<file path="config.mk">
export PLATFORM = sky130hd
export DESIGN_NAME = rv32v_memory_stage
export DESIGN_NICKNAME = d
export VERILOG_FILES = /design/src/rtl/rv32v_memory_stage.sv
export SDC_FILE = /design/constraint.sdc
export NUM_CORES = 1
export LEC_CHECK = 0
export ABC_AREA = 1
export BUFFER_PORTS_ARGS = -buffer_cell sky130_fd_sc_hd__buf_2
export CAP_MARGIN = 25
export CORE_AREA = 2 2 194 196
export CTS_CLUSTER_DIAMETER = 30
export DETAILED_ROUTE_END_ITERATION = 7
export DIE_AREA = 0 0 196 198
export GPL_TIMING_DRIVEN = 0
export HOLD_SLACK_MARGIN = 0.08
export PLACE_DENSITY = 0.72
export SLEW_MARGIN = 0
export SYNTH_ARGS = -nofsm -noshare
export SYNTH_HDL_FRONTEND = slang
export SYNTH_SLANG_ARGS = --single-unit
</file>
<file path="constraint.sdc">
create_clock -name CLK -period 2.02 [get_ports CLK]
set_clock_uncertainty 0.15 [all_clocks]
set_input_delay 0.404 -clock CLK [delete_from_list [all_inputs] [get_ports CLK]]
set_output_delay 0.404 -clock CLK [all_outputs]
set_load 0.02 [all_outputs]
</file>
<file path="src/rtl/rv32v_memory_stage.sv">
// Vector memory stage: runs up to two element accesses one after another over a
// single 32-bit data port, then presents one registered writeback bundle.
module rv32v_memory_stage #(
  parameter int OFFSET_W = 7
) (
  input  logic                CLK,
  input  logic                RST,
  input  logic                in_valid,
  output logic                in_ready,
  input  logic                load,
  input  logic                store,
  input  logic                wen0,
  input  logic                wen1,
  input  logic [31:0]         aluresult0,
  input  logic [31:0]         aluresult1,
  input  logic [31:0]         storedata0,
  input  logic [31:0]         storedata1,
  input  logic [OFFSET_W-1:0] woffset0,
  input  logic [OFFSET_W-1:0] woffset1,
  input  logic [1:0]          eew,
  input  logic [4:0]          vd,
  input  logic                config_type,
  input  logic                single_bit_write,
  input  logic [7:0]          vtype,
  input  logic [31:0]         vl,
  input  logic [31:0]         vstart,
  output logic                dren,
  output logic                dwen,
  output logic [31:0]         daddr,
  output logic [31:0]         dstore,
  output logic [3:0]          dbyte_en,
  input  logic                dbusy,
  input  logic [31:0]         dload,
  output logic                out_valid,
  output logic                out_wen0,
  output logic                out_wen1,
  output logic [31:0]         out_wdata0,
  output logic [31:0]         out_wdata1,
  output logic [OFFSET_W-1:0] out_woffset0,
  output logic [OFFSET_W-1:0] out_woffset1,
  output logic [4:0]          out_vd,
  output logic                out_config_type,
  output logic                out_single_bit_write,
  output logic [7:0]          out_vtype,
  output logic [31:0]         out_vl,
  output logic [31:0]         out_vstart,
  output logic                misaligned
);
  localparam logic [1:0] IDLE = 2'd0;
  localparam logic [1:0] ACC0 = 2'd1;
  localparam logic [1:0] ACC1 = 2'd2;
  localparam logic [1:0] DONE = 2'd3;

  logic [1:0]          state_q, state_d;
  logic                load_q, load_d, store_q, store_d;
  logic                wen0_q, wen0_d, wen1_q, wen1_d;
  logic [31:0]         wdata0_q, wdata0_d, wdata1_q, wdata1_d;
  logic [31:0]         addr0_q, addr0_d, addr1_q, addr1_d;
  logic [31:0]         sdata0_q, sdata0_d, sdata1_q, sdata1_d;
  logic [OFFSET_W-1:0] woff0_q, woff0_d, woff1_q, woff1_d;
  logic [1:0]          eew_q, eew_d;
  logic [4:0]          vd_q, vd_d;
  logic                cfg_q, cfg_d, sbw_q, sbw_d;
  logic [7:0]          vtype_q, vtype_d;
  logic [31:0]         vl_q, vl_d, vstart_q, vstart_d;
  logic                mis_q, mis_d, need1_q, need1_d;

  logic        accept, mem_op, al0, al1, need0, need1, in_acc;
  logic [31:0] cur_addr, cur_sdata, shifted, elem;

  function automatic logic is_aligned(input logic [1:0] w, input logic [1:0] a);
    case (w)
      2'd0:    is_aligned = 1'b1;
      2'd1:    is_aligned = ~a[0];
      default: is_aligned = (a == 2'b00);
    endcase
  endfunction

  assign in_ready = (state_q == IDLE) || (state_q == DONE);
  assign accept   = in_valid & in_ready;
  assign mem_op   = load | store;
  assign al0      = is_aligned(eew, aluresult0[1:0]);
  assign al1      = is_aligned(eew, aluresult1[1:0]);
  assign need0    = mem_op & wen0 & al0;
  assign need1    = mem_op & wen1 & al1;

  // Request side is a pure function of state and latched lane, so it cannot
  // move while dbusy holds the state in place.
  assign in_acc    = (state_q == ACC0) || (state_q == ACC1);
  assign cur_addr  = (state_q == ACC1) ? addr1_q : addr0_q;
  assign cur_sdata = (state_q == ACC1) ? sdata1_q : sdata0_q;
  assign dren      = in_acc & load_q;
  assign dwen      = in_acc & store_q;
  assign daddr     = in_acc ? {cur_addr[31:2], 2'b00} : 32'd0;

  always_comb begin
    dstore   = 32'd0;
    dbyte_en = 4'd0;
    if (in_acc) begin
      case (eew_q)
        2'd0: begin
          dstore   = {4{cur_sdata[7:0]}};
          dbyte_en = 4'b0001 << cur_addr[1:0];
        end
        2'd1: begin
          dstore   = {2{cur_sdata[15:0]}};
          dbyte_en = 4'b0011 << {cur_addr[1], 1'b0};
        end
        default: begin
          dstore   = cur_sdata;
          dbyte_en = 4'b1111;
        end
      endcase
    end
  end

  assign shifted = dload >> {cur_addr[1:0], 3'b000};
  always_comb begin
    case (eew_q)
      2'd0:    elem = {24'd0, shifted[7:0]};
      2'd1:    elem = {16'd0, shifted[15:0]};
      default: elem = dload;
    endcase
  end

  always_comb begin
    state_d = state_q;  load_d = load_q;    store_d = store_q;
    wen0_d = wen0_q;    wen1_d = wen1_q;    wdata0_d = wdata0_q;  wdata1_d = wdata1_q;
    addr0_d = addr0_q;  addr1_d = addr1_q;  sdata0_d = sdata0_q;  sdata1_d = sdata1_q;
    woff0_d = woff0_q;  woff1_d = woff1_q;  eew_d = eew_q;        vd_d = vd_q;
    cfg_d = cfg_q;      sbw_d = sbw_q;      vtype_d = vtype_q;    vl_d = vl_q;
    vstart_d = vstart_q; mis_d = mis_q;     need1_d = need1_q;
    case (state_q)
      ACC0: if (!dbusy) begin
        if (load_q) wdata0_d = elem;
        state_d = need1_q ? ACC1 : DONE;
      end
      ACC1: if (!dbusy) begin
        if (load_q) wdata1_d = elem;
        state_d = DONE;
      end
      default: begin
        if (accept) begin
          load_d   = load;         store_d  = store;
          wen0_d   = wen0 & ~store & (~load | al0);
          wen1_d   = wen1 & ~store & (~load | al1);
          wdata0_d = aluresult0;   wdata1_d = aluresult1;
          addr0_d  = aluresult0;   addr1_d  = aluresult1;
          sdata0_d = storedata0;   sdata1_d = storedata1;
          woff0_d  = woffset0;     woff1_d  = woffset1;
          eew_d    = eew;          vd_d     = vd;
          cfg_d    = config_type;  sbw_d    = single_bit_write;
          vtype_d  = vtype;        vl_d     = vl;       vstart_d = vstart;
          mis_d    = mem_op & ((wen0 & ~al0) | (wen1 & ~al1));
          need1_d  = need1;
          state_d  = need0 ? ACC0 : (need1 ? ACC1 : DONE);
        end else if (state_q == DONE) begin
          state_d = IDLE;
        end
      end
    endcase
  end

  always_ff @(posedge CLK) begin
    if (RST) begin
      state_q <= IDLE;  load_q <= 1'b0;   store_q <= 1'b0;
      wen0_q <= 1'b0;   wen1_q <= 1'b0;   wdata0_q <= '0;   wdata1_q <= '0;
      addr0_q <= '0;    addr1_q <= '0;    sdata0_q <= '0;   sdata1_q <= '0;
      woff0_q <= '0;    woff1_q <= '0;    eew_q <= '0;      vd_q <= '0;
      cfg_q <= 1'b0;    sbw_q <= 1'b0;    vtype_q <= '0;    vl_q <= '0;
      vstart_q <= '0;   mis_q <= 1'b0;    need1_q <= 1'b0;
    end else begin
      state_q <= state_d;  load_q <= load_d;    store_q <= store_d;
      wen0_q <= wen0_d;    wen1_q <= wen1_d;    wdata0_q <= wdata0_d;  wdata1_q <= wdata1_d;
      addr0_q <= addr0_d;  addr1_q <= addr1_d;  sdata0_q <= sdata0_d;  sdata1_q <= sdata1_d;
      woff0_q <= woff0_d;  woff1_q <= woff1_d;  eew_q <= eew_d;        vd_q <= vd_d;
      cfg_q <= cfg_d;      sbw_q <= sbw_d;      vtype_q <= vtype_d;    vl_q <= vl_d;
      vstart_q <= vstart_d; mis_q <= mis_d;     need1_q <= need1_d;
    end
  end

  // Writeback fields hold the last bundle; only out_valid/misaligned are gated.
  assign out_valid            = (state_q == DONE);
  assign misaligned           = out_valid & mis_q;
  assign out_wen0             = wen0_q;
  assign out_wen1             = wen1_q;
  assign out_wdata0           = wdata0_q;
  assign out_wdata1           = wdata1_q;
  assign out_woffset0         = woff0_q;
  assign out_woffset1         = woff1_q;
  assign out_vd               = vd_q;
  assign out_config_type      = cfg_q;
  assign out_single_bit_write = sbw_q;
  assign out_vtype            = vtype_q;
  assign out_vl               = vl_q;
  assign out_vstart           = vstart_q;
endmodule

</file>
==> results.sh <==
export IMPL_pwr_density_cell_mw_per_mm2=1720
export IMPL_critPathCaptureType="output port"
export IMPL_ff2ff_setup_slack_ns=-0.21
export IMPL_cts_path_max_buffers=3
export IMPL_crit_type="flip-flop to output port"
export IMPL_period_share_pct=138
export IMPL_ys_seq_area_share_pct=46.0
export IMPL_grt_pass1_vias=17200
export IMPL_worstPathMaxFanout=6
export IMPL_synth_area_mux_share_pct=0
export IMPL_rsz0062_at_grt="true"
export IMPL_max_cap_violations=0
export IMPL_synth_xor_area_share_pct=0
export IMPL_core_area_mm2=0.0370
export IMPL_io_pins=495
export IMPL_holdPathEnd="out_wdata0[10]"
export IMPL_max_slew_margin_pct=55.6
export IMPL_num_fill_cells=2793
export IMPL_grt_pass1_wl_um=95800
export IMPL_syn_cell_area_mm2=0.0128
export IMPL_min_from="dload[10]"
export IMPL_wirelength_um=68100
export IMPL_place_hpwl_um=44400
export IMPL_yosys_warnings=0
export IMPL_synth_fa_ha_area_share_pct=0.293
export IMPL_synth_simple_area_share_pct=24.8
export IMPL_clk_pin_slew_ns=0.04
export IMPL_die_area_mm2=0.0388
export IMPL_hold_path_depth=5
export IMPL_min_path_type="input pin to flip-flop"
export IMPL_drcViolationCount=0
export IMPL_io_buffers=492
export IMPL_clockRootBuffer="clkbuf_16"
export IMPL_yosysUniqueCellTypes=30
export IMPL_die_w_um=196
export IMPL_row_count=71
export IMPL_drtAntennaViolNets=0
export IMPL_max_freq_mhz=359
export IMPL_initialDrtViolationCount=1330
export IMPL_finalSetupViolCount=139
export IMPL_grt_overflow=0
export IMPL_startpoint_type="flip-flop"
export IMPL_synth_seq_cells=295
export IMPL_vias=17400
export IMPL_wl_per_cell_um=21.0
export IMPL_regArea_mm2=0.00591
export IMPL_clk_latency_ns=0.57
export IMPL_drive_gt1_share_pct=38.3
export IMPL_avgSynthCellArea_um2=6.97
export IMPL_multi_input_area_mm2=0.00742
export IMPL_drv_slew=0
export IMPL_clock_sinks=295
export IMPL_setup_ws_ns=-0.769
export IMPL_synth_compound_area_share_pct=21.1
export IMPL_status="complete, but fails checks"
export IMPL_reg2reg_to="out_wdata0[13]"
export IMPL_leakagePower_uw=0.0108
export IMPL_violations="negative setup slack"
export IMPL_fin_area_mm2=0.0239
export IMPL_crit_start="state_q[0]"
export IMPL_start_util_pct=34.7
export IMPL_worstMarginPinSlew_ns=0.666
export IMPL_drt_pass1_iterations=6
export IMPL_viasPerCell=5.37
export IMPL_reg2reg_from="state_q[0]"
export IMPL_dpl_instance_area_mm2=0.0162
export IMPL_grt_use_total_pct=32.3
export IMPL_synth_top_family_by_area="simple AND/OR/NAND/NOR gates"
export IMPL_hold_viol_final=0
export IMPL_grt_max_degree=20
export IMPL_required_ns=1.47
export IMPL_fin_cells=3249
export IMPL_period_needed_ns=2.79
export IMPL_reg2regPathDepth=13
export IMPL_antenna_found_initial=10
export IMPL_htreeDepth=3
export IMPL_netlist_instances=1841
export IMPL_cts_buffers=69
export IMPL_area_growth_pct=86.5
export IMPL_worstPathArrival_ns=2.24
export IMPL_nets=2975
export IMPL_cts_tree="yes"
export IMPL_ir_drop_uv=902
export IMPL_globalplace_congestion=0.965
export IMPL_dp_cells=2808
export IMPL_die_y_um=198
==> metal layers <==
| metal | share of wire [%] | up-vias | global-route usage (%) |
|---|---|---|---|
| li1 | - | 7843 | - |
| met4 | 6.5 | 2 | 19.4 |
| met5 | 0.019 | - | 0 |
| met2 | 48 | 1180 | 55.5 |
| met3 | 9.9 | 328 | 8.65 |
| met1 | 36 | 8080 | 35.8 |
==> stage by stage <==
step | setup TNS, ns | util [%] | hold WS, ns | power (µW) | setup slack [ns]
6_report | -52.07 | 64.8 | 0.111 | 41100 | -0.769
5_1_grt | -63.52 | 64.7 | 0.119 | 42800 | -0.846
4_1_cts | -57.35 | 60.2 | 0.0806 | 37400 | -0.750
3_5_place_dp | -134.62 | 43.8 | 0.294 | 23200 | -0.770
3_3_place_gp | -121.65 | 43.8 | 0.289 | 22900 | -0.749
2_1_floorplan | -0.0576 | - | 0.274 | 18000 | -0.0129
==> flip-flops by register name, summed over array words and instances, names as in the netlist, 2 cells and up <==
signal	count
sdata1_q	32
out_vd	5
addr1_q	32
out_wdata0	32
eew_q	2
state_q	2
out_vl	32
out_woffset0	7
addr0_q	32
out_wdata1	32
out_vtype	8
out_vstart	32
sdata0_q	32
out_woffset1	7
==> cells in the mapped netlist <==
cell,instances,area share (%)
nor2_1,504,15
o21ai_0,312,12
dfxtp_1,295,46
nand2_1,191,5.6
a21oi_1,118,4.6
clkbuf_1,89,2.6
nand3_1,86,3.4
inv_1,73,2.1
o21ai_1,38,1.5
a31oi_1,32,1.6
buf_2,29,1.1
buf_4,20,1.2
o211ai_1,8,0.47
o221ai_1,8,0.55
nand2_2,6,0.29
buf_6,4,0.35
inv_2,4,0.12
buf_1,3,0.088
clkinv_1,3,0.088
ha_1,3,0.29
nand2_4,3,0.26
nor2_4,2,0.18
nor2_8,2,0.31
o21ai_2,2,0.14
a211oi_1,1,0.059
a21boi_0,1,0.059
conb_1,1,0.029
inv_4,1,0.049
nand4_1,1,0.049
o31ai_1,1,0.059
==> worst max-delay path, stage by stage, from the launching register on <==
cell and delay, ns:
dfxtp_2 0.33, inv_2 0.05, ha_4 0.16, buf_12 0.14, buf_12 0.12, buf_16 0.14
o21ai_4 0.22, inv_2 0.07, nor2_4 0.13, nand2_1 0.08, o21ai_2 0.09, buf_6 0.13
==> report_power, final <==
part | switching, µW | internal, µW
Combinational | 12400 | 7860
Sequential | 1330 | 7870
Clock | 3650 | 8010
Total | 17400 | 23700
==> layout by cell type (no fill, tap or decap), types with 41 or more instances in the layout <==
| cell type | synthesis | final |
|---|---|---|
| nand2_1 | 191 | 146 |
| buf_4 | 20 | 58 |
| nand2_2 | 6 | 41 |
| o21ai_1 | 38 | 61 |
| buf_2 | 29 | 431 |
| o21ai_0 | 312 | 228 |
| nor2_1 | 504 | 436 |
| buf_6 | 4 | 89 |
| inv_1 | 73 | 62 |
| nor2_2 | 0 | 48 |
| dlygate4sd3_1 | 0 | 248 |
| clkbuf_16 | 0 | 77 |
| a21oi_1 | 118 | 78 |
| clkbuf_1 | 89 | 49 |
| dfxtp_1 | 295 | 293 |
| nand3_1 | 86 | 61 |
==> timing repair <==
item                       CTS  global route
resized for setup          285           437
hold endpoints to repair   295             0
setup endpoints to repair  351           334
cloned                       5             1
pin swaps                   20            38
setup buffers               19            35
hold buffers               248             0
==> layout make-up <==
| class | instances | share of cell area [%] |
|---|---|---|
| Inverter | 81 | 1.40 |
| Tap cell | 474 | 2.48 |
| Buffer | 142 | 4.97 |
| Antenna cell | 12 | 0.125 |
| Sequential cell | 295 | 24.7 |
| Clock buffer | 89 | 8.08 |
| Multi-Input combinational cell | 1321 | 31.0 |
| Timing Repair Buffer | 799 | 25.2 |
| Clock inverter | 36 | 2.03 |
==> kinds of logic after synthesis <==
logic type / after synthesis
buf+inv: 226
fa+ha+maj: 3
flops: 295
other cells: 1
compound gates: 521
simple gates: 795
==> worst max-delay path by stage <==
stage                       to  slack (ns)  depth (start not counted)
floorplan           dstore[24]       -0.01                          8
global placement    dstore[31]       -0.75                          9
finish              dstore[22]       -0.77                         11
detailed placement  addr0_q[4]       -0.77                          7
CTS                 dstore[28]       -0.75                         10
global route        dstore[29]       -0.85                         10
Note: power is estimated with default switching activity, not from simulation.
